<file path="src/rtl/instr_sequencer.sv">
// Program sequencer for the 8-puzzle solver core: fetches op words from the
// instruction ROM, resolves JMP/JNZ locally and issues everything else to the datapath.
module instr_sequencer #(
    parameter int          PC_W      = 6,
    parameter int          OP_W      = 16,
    parameter int          START_PC  = 0,
    parameter logic [4:0]  OPC_JMP   = 5'd16,
    parameter logic [4:0]  OPC_JNZ   = 5'd17,
    parameter logic [4:0]  OPC_STORE = 5'd18
) (
    input  logic            clk,
    input  logic            rst,
    input  logic            start,
    output logic [PC_W-1:0] pc,
    input  logic [OP_W-1:0] op,
    output logic            issue_valid,
    input  logic            issue_ready,
    output logic [OP_W-1:0] issue_op,
    input  logic            done_valid,
    input  logic            done_flag,
    output logic            flag,
    output logic            busy,
    output logic            halted,
    output logic [15:0]     retired
);

    typedef enum logic [2:0] {
        S_IDLE   = 3'd0,
        S_FETCH  = 3'd1,
        S_DECODE = 3'd2,
        S_WAIT   = 3'd3,
        S_HALT   = 3'd4
    } state_t;

    localparam logic [PC_W-1:0] START_PC_L = START_PC[PC_W-1:0];
    localparam logic [PC_W-1:0] PC_ONE     = {{(PC_W-1){1'b0}}, 1'b1};

    function automatic logic is_jump(input logic [4:0] opc);
        is_jump = (opc == OPC_JMP) || (opc == OPC_JNZ);
    endfunction

    state_t          state_q, state_d;
    logic [PC_W-1:0] pc_q, pc_d;
    logic [OP_W-1:0] ir_q, ir_d;
    logic            flag_q, flag_d;
    logic [15:0]     retired_q, retired_d;
    logic            issue_valid_q, issue_valid_d;
    logic            busy_q, busy_d;
    logic            halted_q, halted_d;

    logic [15:0]     retired_inc_s;
    logic [PC_W-1:0] pc_inc_s;
    logic [4:0]      ir_opc_s;

    assign retired_inc_s = (retired_q == 16'hFFFF) ? retired_q : (retired_q + 16'd1);
    assign pc_inc_s      = pc_q + PC_ONE;
    assign ir_opc_s      = ir_q[OP_W-1:OP_W-5];

    // Next-state and next-register computation for the sequencer FSM.
    always_comb begin
        state_d       = state_q;
        pc_d          = pc_q;
        ir_d          = ir_q;
        flag_d        = flag_q;
        retired_d     = retired_q;
        issue_valid_d = issue_valid_q;
        case (state_q)
            S_IDLE: begin
                pc_d      = START_PC_L;
                flag_d    = 1'b0;
                retired_d = 16'd0;
                if (start) begin
                    state_d = S_FETCH;
                end else begin
                    state_d = S_IDLE;
                end
            end
            S_FETCH: begin
                ir_d          = op;
                issue_valid_d = !is_jump(op[OP_W-1:OP_W-5]);
                state_d       = S_DECODE;
            end
            S_DECODE: begin
                if (ir_opc_s == OPC_JMP) begin
                    pc_d      = ir_q[PC_W-1:0];
                    retired_d = retired_inc_s;
                    state_d   = S_FETCH;
                end else if (ir_opc_s == OPC_JNZ) begin
                    pc_d      = flag_q ? ir_q[PC_W-1:0] : pc_inc_s;
                    retired_d = retired_inc_s;
                    state_d   = S_FETCH;
                end else if (issue_valid_q && issue_ready) begin
                    issue_valid_d = 1'b0;
                    state_d       = S_WAIT;
                end else begin
                    state_d = S_DECODE;
                end
            end
            S_WAIT: begin
                if (done_valid) begin
                    flag_d    = done_flag;
                    retired_d = retired_inc_s;
                    // STORE ends the search: park with pc still on the STORE.
                    if (ir_opc_s == OPC_STORE) begin
                        state_d = S_HALT;
                    end else begin
                        pc_d    = pc_inc_s;
                        state_d = S_FETCH;
                    end
                end else begin
                    state_d = S_WAIT;
                end
            end
            S_HALT: begin
                if (start) begin
                    pc_d      = START_PC_L;
                    flag_d    = 1'b0;
                    retired_d = 16'd0;
                    state_d   = S_FETCH;
                end else begin
                    state_d = S_HALT;
                end
            end
            default: begin
                state_d       = S_IDLE;
                issue_valid_d = 1'b0;
            end
        endcase
        busy_d   = (state_d == S_FETCH) || (state_d == S_DECODE) || (state_d == S_WAIT);
        halted_d = (state_d == S_HALT);
    end

    // State and output registers with synchronous reset.
    always_ff @(posedge clk) begin
        if (rst) begin
            state_q       <= S_IDLE;
            pc_q          <= START_PC_L;
            ir_q          <= '0;
            flag_q        <= 1'b0;
            retired_q     <= 16'd0;
            issue_valid_q <= 1'b0;
            busy_q        <= 1'b0;
            halted_q      <= 1'b0;
        end else begin
            state_q       <= state_d;
            pc_q          <= pc_d;
            ir_q          <= ir_d;
            flag_q        <= flag_d;
            retired_q     <= retired_d;
            issue_valid_q <= issue_valid_d;
            busy_q        <= busy_d;
            halted_q      <= halted_d;
        end
    end

    assign pc          = pc_q;
    assign issue_op    = ir_q;
    assign issue_valid = issue_valid_q;
    assign flag        = flag_q;
    assign busy        = busy_q;
    assign halted      = halted_q;
    assign retired     = retired_q;

endmodule

</file>
<file path="config.mk">
export PLATFORM = sky130hd
export DESIGN_NAME = instr_sequencer
export DESIGN_NICKNAME = d
export VERILOG_FILES = /design/src/rtl/instr_sequencer.sv
export SDC_FILE = /design/constraint.sdc
export NUM_CORES = 1
export LEC_CHECK = 0
export CAP_MARGIN = 5
export CORE_MARGIN = 2
export CORE_UTILIZATION = 40
export CTS_CLUSTER_SIZE = 10
export DETAILED_ROUTE_END_ITERATION = 8
export HOLD_SLACK_MARGIN = 0.12
export PLACE_DENSITY_LB_ADDON = 0.1
export RECOVER_POWER = 25
export SYNTH_ARGS = -nofsm -noshare
export SYNTH_HDL_FRONTEND = slang
export SYNTH_SLANG_ARGS = --single-unit
</file>
<file path="constraint.sdc">
create_clock -name clk -period 3.1 [get_ports clk]
set_clock_uncertainty 0.1 [all_clocks]
set_input_delay 0.62 -clock clk [delete_from_list [all_inputs] [get_ports clk]]
set_output_delay 0.62 -clock clk [all_outputs]
set_load 0.1 [all_outputs]
</file>
Yosys cells after proc, flatten, opt, wreduce, memory -nomap -nowiden
Cells that the tools add are included.

Add/subtract/negate cells: 2. Eq/ne operators: 21. Muxes and demuxes: 28. Bitwise operators: 1. Reduce and logical (&&, ||, !) cells: 13.

Operator list (number): 16-bit 2-to-1 mux (5); 16-bit one-hot mux with 4 select lines (1); 6-bit 2-to-1 mux (6); 5-bit == test, second input constant (5); 6-bit one-hot mux with 4 select lines (1); 16-bit by 1-bit adder with 16-bit output, second input constant (1); 16-bit == test, second input constant (1); 3-bit one-hot mux with 5 select lines (1); 3-bit by 2-bit == test with 1-bit output, second input constant (4); 2-bit inequality test, second input constant (6); 3-bit 2-to-1 mux (3); 4-bit AND reduction (2); 1-bit 2-to-1 mux (7); 6-bit by 1-bit adder with 6-bit output, second input constant (1); 3-bit by 1-bit == test with 1-bit output, second input constant (2); 3-bit == test, second input constant (2); 1-bit one-hot mux with 3 select lines (2); 5-bit AND reduction (1); 2-bit 2-to-1 mux (2); 4-bit nonzero test (1); 3-bit logical NOT (1); 1-bit logical OR (3); 3-bit inequality test, second input constant (1); 3-bit AND reduction (1); other kinds (5) (5).

Flip-flop bits (word level): 45. Bits of input ports: 22.

Longest topological paths before layout
Word-level depth: 8. Depth in mapped cells: 8.

Worst setup path after synthesis
OpenSTA, ideal clock, no wires.

Kind: reg2reg. From: register ir_q[15], in the netlist issue_op[15]. To: register pc_q[0], in the netlist pc[0]. Library setup time: 70 ps. Arrival: 2738 ps. Required time: 2930 ps. Path slack: 192 ps. Cell stages (with the launch flop): 6. Period minus slack after synthesis: 2908 ps. Path through: dfxtp_1 -> or4b_4 -> or3_4 -> a22o_4 -> or4_1 -> a21oi_1.

Longest elaborated chain between the ends: 3. Elaborated cells on any way between the ends: 8. Those cells by class: eq/ne (5); mux (2); reduce/logical (1).

RTL lines: start, declared (RTL line 44) `logic [OP_W-1:0] ir_q, ir_d;`; start signal, assigned (RTL line 147) `ir_q <= ir_d;`; 5-bit == test, on equally long branches (RTL line 84, 104, 88); 3-bit inequality test (no source line), or another cell as far along; 5-bit AND reduction (no source line) or 6-bit one-hot mux with 4 select lines (tied branches); end signal, assigned (RTL line 146) `pc_q <= pc_d;`; end, declared (RTL line 43) `logic [PC_W-1:0] pc_q, pc_d;`.

Several ways; a longest one is shown, not always the timed one. A chain may end at the register's enable or synchronous reset.

Final worst setup path
From: register state_q[1]. To: register pc_q[5], in the netlist pc[5].

Longest elaborated chain between the ends: 3. Elaborated cells on any way between the ends: 11. Those cells by class: eq/ne (7); mux (1); reduce/logical (3).

RTL lines: start, declared (RTL line 42) `state_t state_q, state_d;`; start signal, assigned (RTL line 145) `state_q <= state_d;`; 3-bit by 2-bit == test with 1-bit output, or another cell as far along (RTL line 67) `case (state_q)`; 3-bit inequality test (no source line), or another cell as far along; 5-bit AND reduction (no source line).

Several ways; a longest one is shown, not always the timed one.

==> summary.txt <==
Outcome
  – Outcome: completed

Worst setup path
  – Flop2flop setup slack: 640 ps
  – Startpoint types: flop
  – Worst setup path class: flop to flop
  – Max FO, Critical Path: 14
  – CP endpoint kind: flop
  – Reg-to-reg critical path endpoint: pc[5]$_SDFFE_PP0P_
  – Critical path arrival: 2580 ps
  – Critical Path, Cell by Cell: nor2b_1 -> a32o_1 -> nor2_1 -> buf_4 -> or4_1 -> o32ai_1
  – Crit path largest cell delay: 570 ps
  – Worst-case reg-to-reg path depth: 6
  – Reg-to-reg startpoint: state_q[1]$_SDFF_PP0_
  – CP max-delay cell: or4_1
  – Critical Path RT: roughly 3200 ps

Placement
  – Final GP Congestion: 0.806
  – Port buffer count: 63
  – HPWL after DPL: just over 4 mm
  – Placement Cell Area: 0.00274 mm^2

Yosys
  – Count of flip-flops with a built-in enable after synthesis: 0
  – Compound-Gate Fraction of Synth Area: 21.3%
  – Post-Synth Adder-Cell Area: 1.17%
  – Mux cell area share after synthesis: 1.40%
  – Post-synthesis cell type count: 46
  – Seq/Total Area, Yosys: 42.1%
  – Seq cells post-synth: 45
  – Syn Nets: 289
  – Cell Area, Synth: 0.00214 mm^2
  – Synth Flop Type: dfxtp_1
  – Largest family of logic cells by synthesized area: simple AND/OR/NAND/NOR gates
  – Synth Area in XOR/XNOR: 0%
  – Post-Synth Simple-Gate Area: 30.4%
  – Fraction of registers with async set/reset: 0%
  – Syn Area/Cell: 8.07 um^2
  – Syn. warnings: 0
  – Mapped Cells: 265

Final layout
  – Post-route cell area: 0.00275 mm^2
  – Ant. Diodes: 0
  – Nets: 350
  – Fill cell count: 529
  – Reg area: 901 um^2
  – Multi-input logic area: 0.00116 mm^2
  – Area delta synth->final: 28.6%
  – Share of layout cells above drive strength 1: about an eighth

Timing
  – Final hold violation count: 0
  – RSZ-0062 raised after global routing: false
  – Slew Viols, Final: 0
  – Min cycle time layout: between 2000 and 2500 ps
  – Worst-Margin Slew: 1180 ps
  – Tcrit/Tclk final: 79.4%
  – Final count of negative-setup-slack endpoints: 0
  – Slew headroom: 21.4%
  – Hold_ws: ~360 ps
  – Setup TNS Final: 0 ps
  – Max Clk Rate: 406 MHz

Global route
  – Vias in the first global route: approximately 2000
  – Initial antenna violation count: 0
  – Global-route wire length before repair: around 9.4 mm
  – Largest net degree at the start of global routing: 23
  – Remaining Overflow, GRT: 0
  – Gr usage total: approximately a fifth

CTS
  – Number of setup buffers added after CTS: 0
  – CTS Sinks: 45
  – Max clock buf depth: 2
  – Post-cts gate resize count: 0
  – CTS tree: built
  – Clock Pin Slew Worst Setup and Hold Paths: about 90 ps
  – TritonCTS Buffers: 5
  – Root buffer cell: clkbuf_8
  – Clock Latency Late Sink: 300 ps
  – CTS H-Tree Depth: 2
  – # hold bufs at CTS: 0

Pwr
  – NetSw: 0.445 mW
  – Net Sw Frac: a little over a third
  – Comb power frac: 22.3%
  – Pwr dens: 464 mW/mm^2
  – Worst VDD drop: approximately 0.28 mV
  – Leakage power: 0.947 nW
  – Reg power frac: between 40% and 50%
  – Pint: 0.831 mW
  – Clock power frac: between 20 and 30%

Floorplan
  – Initial Util: a little over two fifths
  – Die height: 77.1 um
  – Ports: 64
  – # rows: 26
  – Total Die Area: 0.00595 mm^2
  – Core outline area: 0.00514 mm^2
  – Die X: 77.1 um

Detailed routing
  – 1st-iter DRT viols: 124
  – Vias: 2152
  – Antenna Nets Post-Route: 0
  – Vias/cell: 5.42
  – Drc violations: 0
  – Wirelength per Cell: 13.9 um
  – Detailed Route WL: 5.51 mm
  – Drt pass-1 iters: 4

Min path
  – Hold_sp: issue_op[10]$_SDFFE_PP0P_
  – Worst Hold Path Cells: 2
  – Min-delay worst type: flop to flop
  – Worst Hold Path EP: issue_op[10]$_SDFFE_PP0P_

Run
  – MaxCap Viol Count: 0
-- layout by cell type (no fill, tap or decap), drive strengths merged, types with 3 or more instances in the layout --
cell type      count
a21oi             42
and3               4
buf               27
clkbuf            25
clkdlybuf4s50     21
dfxtp             45
inv                7
mux2i              3
nand2             49
nand2b             6
nand3             10
nand4              4
nor2               4
nor2b              4
nor3              10
nor4               3
o21ai              9
o31ai              7
o32ai              3
or3                4
or4               10
-- per-layer routing --
metal / track usage [%] / up-vias / part of all wire, % / routed length [um]
met5: 0 / - / 0 / 0
met4: 7.14 / 0 / 2.2 / 120
met3: 5.18 / 13 / 6.0 / 332
met2: 32.4 / 69 / 47 / 2590
met1: 23.6 / 968 / 45 / 2460
li1: - / 1102 / - / -
-- final cells by class --
cell class | count | area share [%]
well taps | 70 | 3.18
flip-flops and latches | 45 | 32.8
repair buffers | 68 | 17.7
multi-input cells | 200 | 42.2
clock buffers | 5 | 2.50
inverters | 6 | 0.819
clock inverters | 3 | 0.773
-- how the worst max path moves through the flow --
stage / slack, ps / depth (start not counted) / endpoint / startpoint
after global routing: 360 / 5 / retired[14]$_SDFFE_PP0P_ / state_q[1]$_SDFF_PP0_
after CTS: 620 / 6 / pc[4]$_SDFFE_PP0P_ / state_q[1]$_SDFF_PP0_
after detailed placement: 450 / 7 / pc[3]$_SDFFE_PP0P_ / start
after floorplan: 190 / 5 / pc[0]$_SDFFE_PP0P_ / issue_op[15]$_SDFFE_PP0P_
final: 640 / 6 / pc[5]$_SDFFE_PP0P_ / state_q[1]$_SDFF_PP0_
after global placement: 500 / 7 / pc[3]$_SDFFE_PP0P_ / start
-- synthesized netlist by cell type, types with 6 or more instances --
| library cell | count | area (um^2) |
|---|---|---|
| nand3_1 | 10 | 50.1 |
| or4_1 | 10 | 75.1 |
| inv_1 | 6 | 22.5 |
| dfxtp_1 | 45 | 901 |
| o21ai_0 | 8 | 40.0 |
| nand2b_1 | 6 | 37.5 |
| nor3_1 | 10 | 50.1 |
| a21oi_1 | 42 | 210 |
| clkbuf_1 | 12 | 45.0 |
| nand2_1 | 49 | 184 |
| o31ai_1 | 7 | 52.6 |
-- metrics by stage --
stage	util (%)	total power, mW	setup WS [ps]	instances
finish	53.5	1.28	638	397
CTS	55.0	1.30	619	397
floorplan	-	0.842	192	265
global placement	53.3	0.925	499	389
detailed placement	53.3	0.926	447	389
global route	53.5	1.34	357	397
-- flip-flops by register name (all words and copies together), names as in the netlist --
name / flops
busy: 1
flag: 1
halted: 1
issue_op: 16
issue_valid: 1
pc: 6
retired: 16
state_q: 3
-- worst max-delay path, delay by kind of cell (launching register included) --
family / cells / cell delay, ps
flops: 1 / 460
buf+inv: 1 / 180
compound gates: 2 / 470
simple gates: 3 / 1160
-- cell families after synthesis --
kind of cell | count (synthesis)
and+or+nand+nor | 121
AOI/OAI and AO/OA | 74
DFF | 45
buffers and inverters | 20
muxes | 3
adders and majority gates | 2
-- power groups by stage --
| stage | logic [mW] | clock network (mW) | registers, mW |
|---|---|---|---|
| 2_1_floorplan | 0.0962 | 0 | 0.746 |
| 3_5_place_dp | 0.296 | 0 | 0.631 |
| 6_report | 0.284 | 0.375 | 0.617 |
| 5_1_grt | 0.305 | 0.416 | 0.621 |
| 4_1_cts | 0.296 | 0.390 | 0.617 |
| 3_3_place_gp | 0.294 | 0 | 0.630 |
No activity file was read; power rests on OpenSTA's default activity.
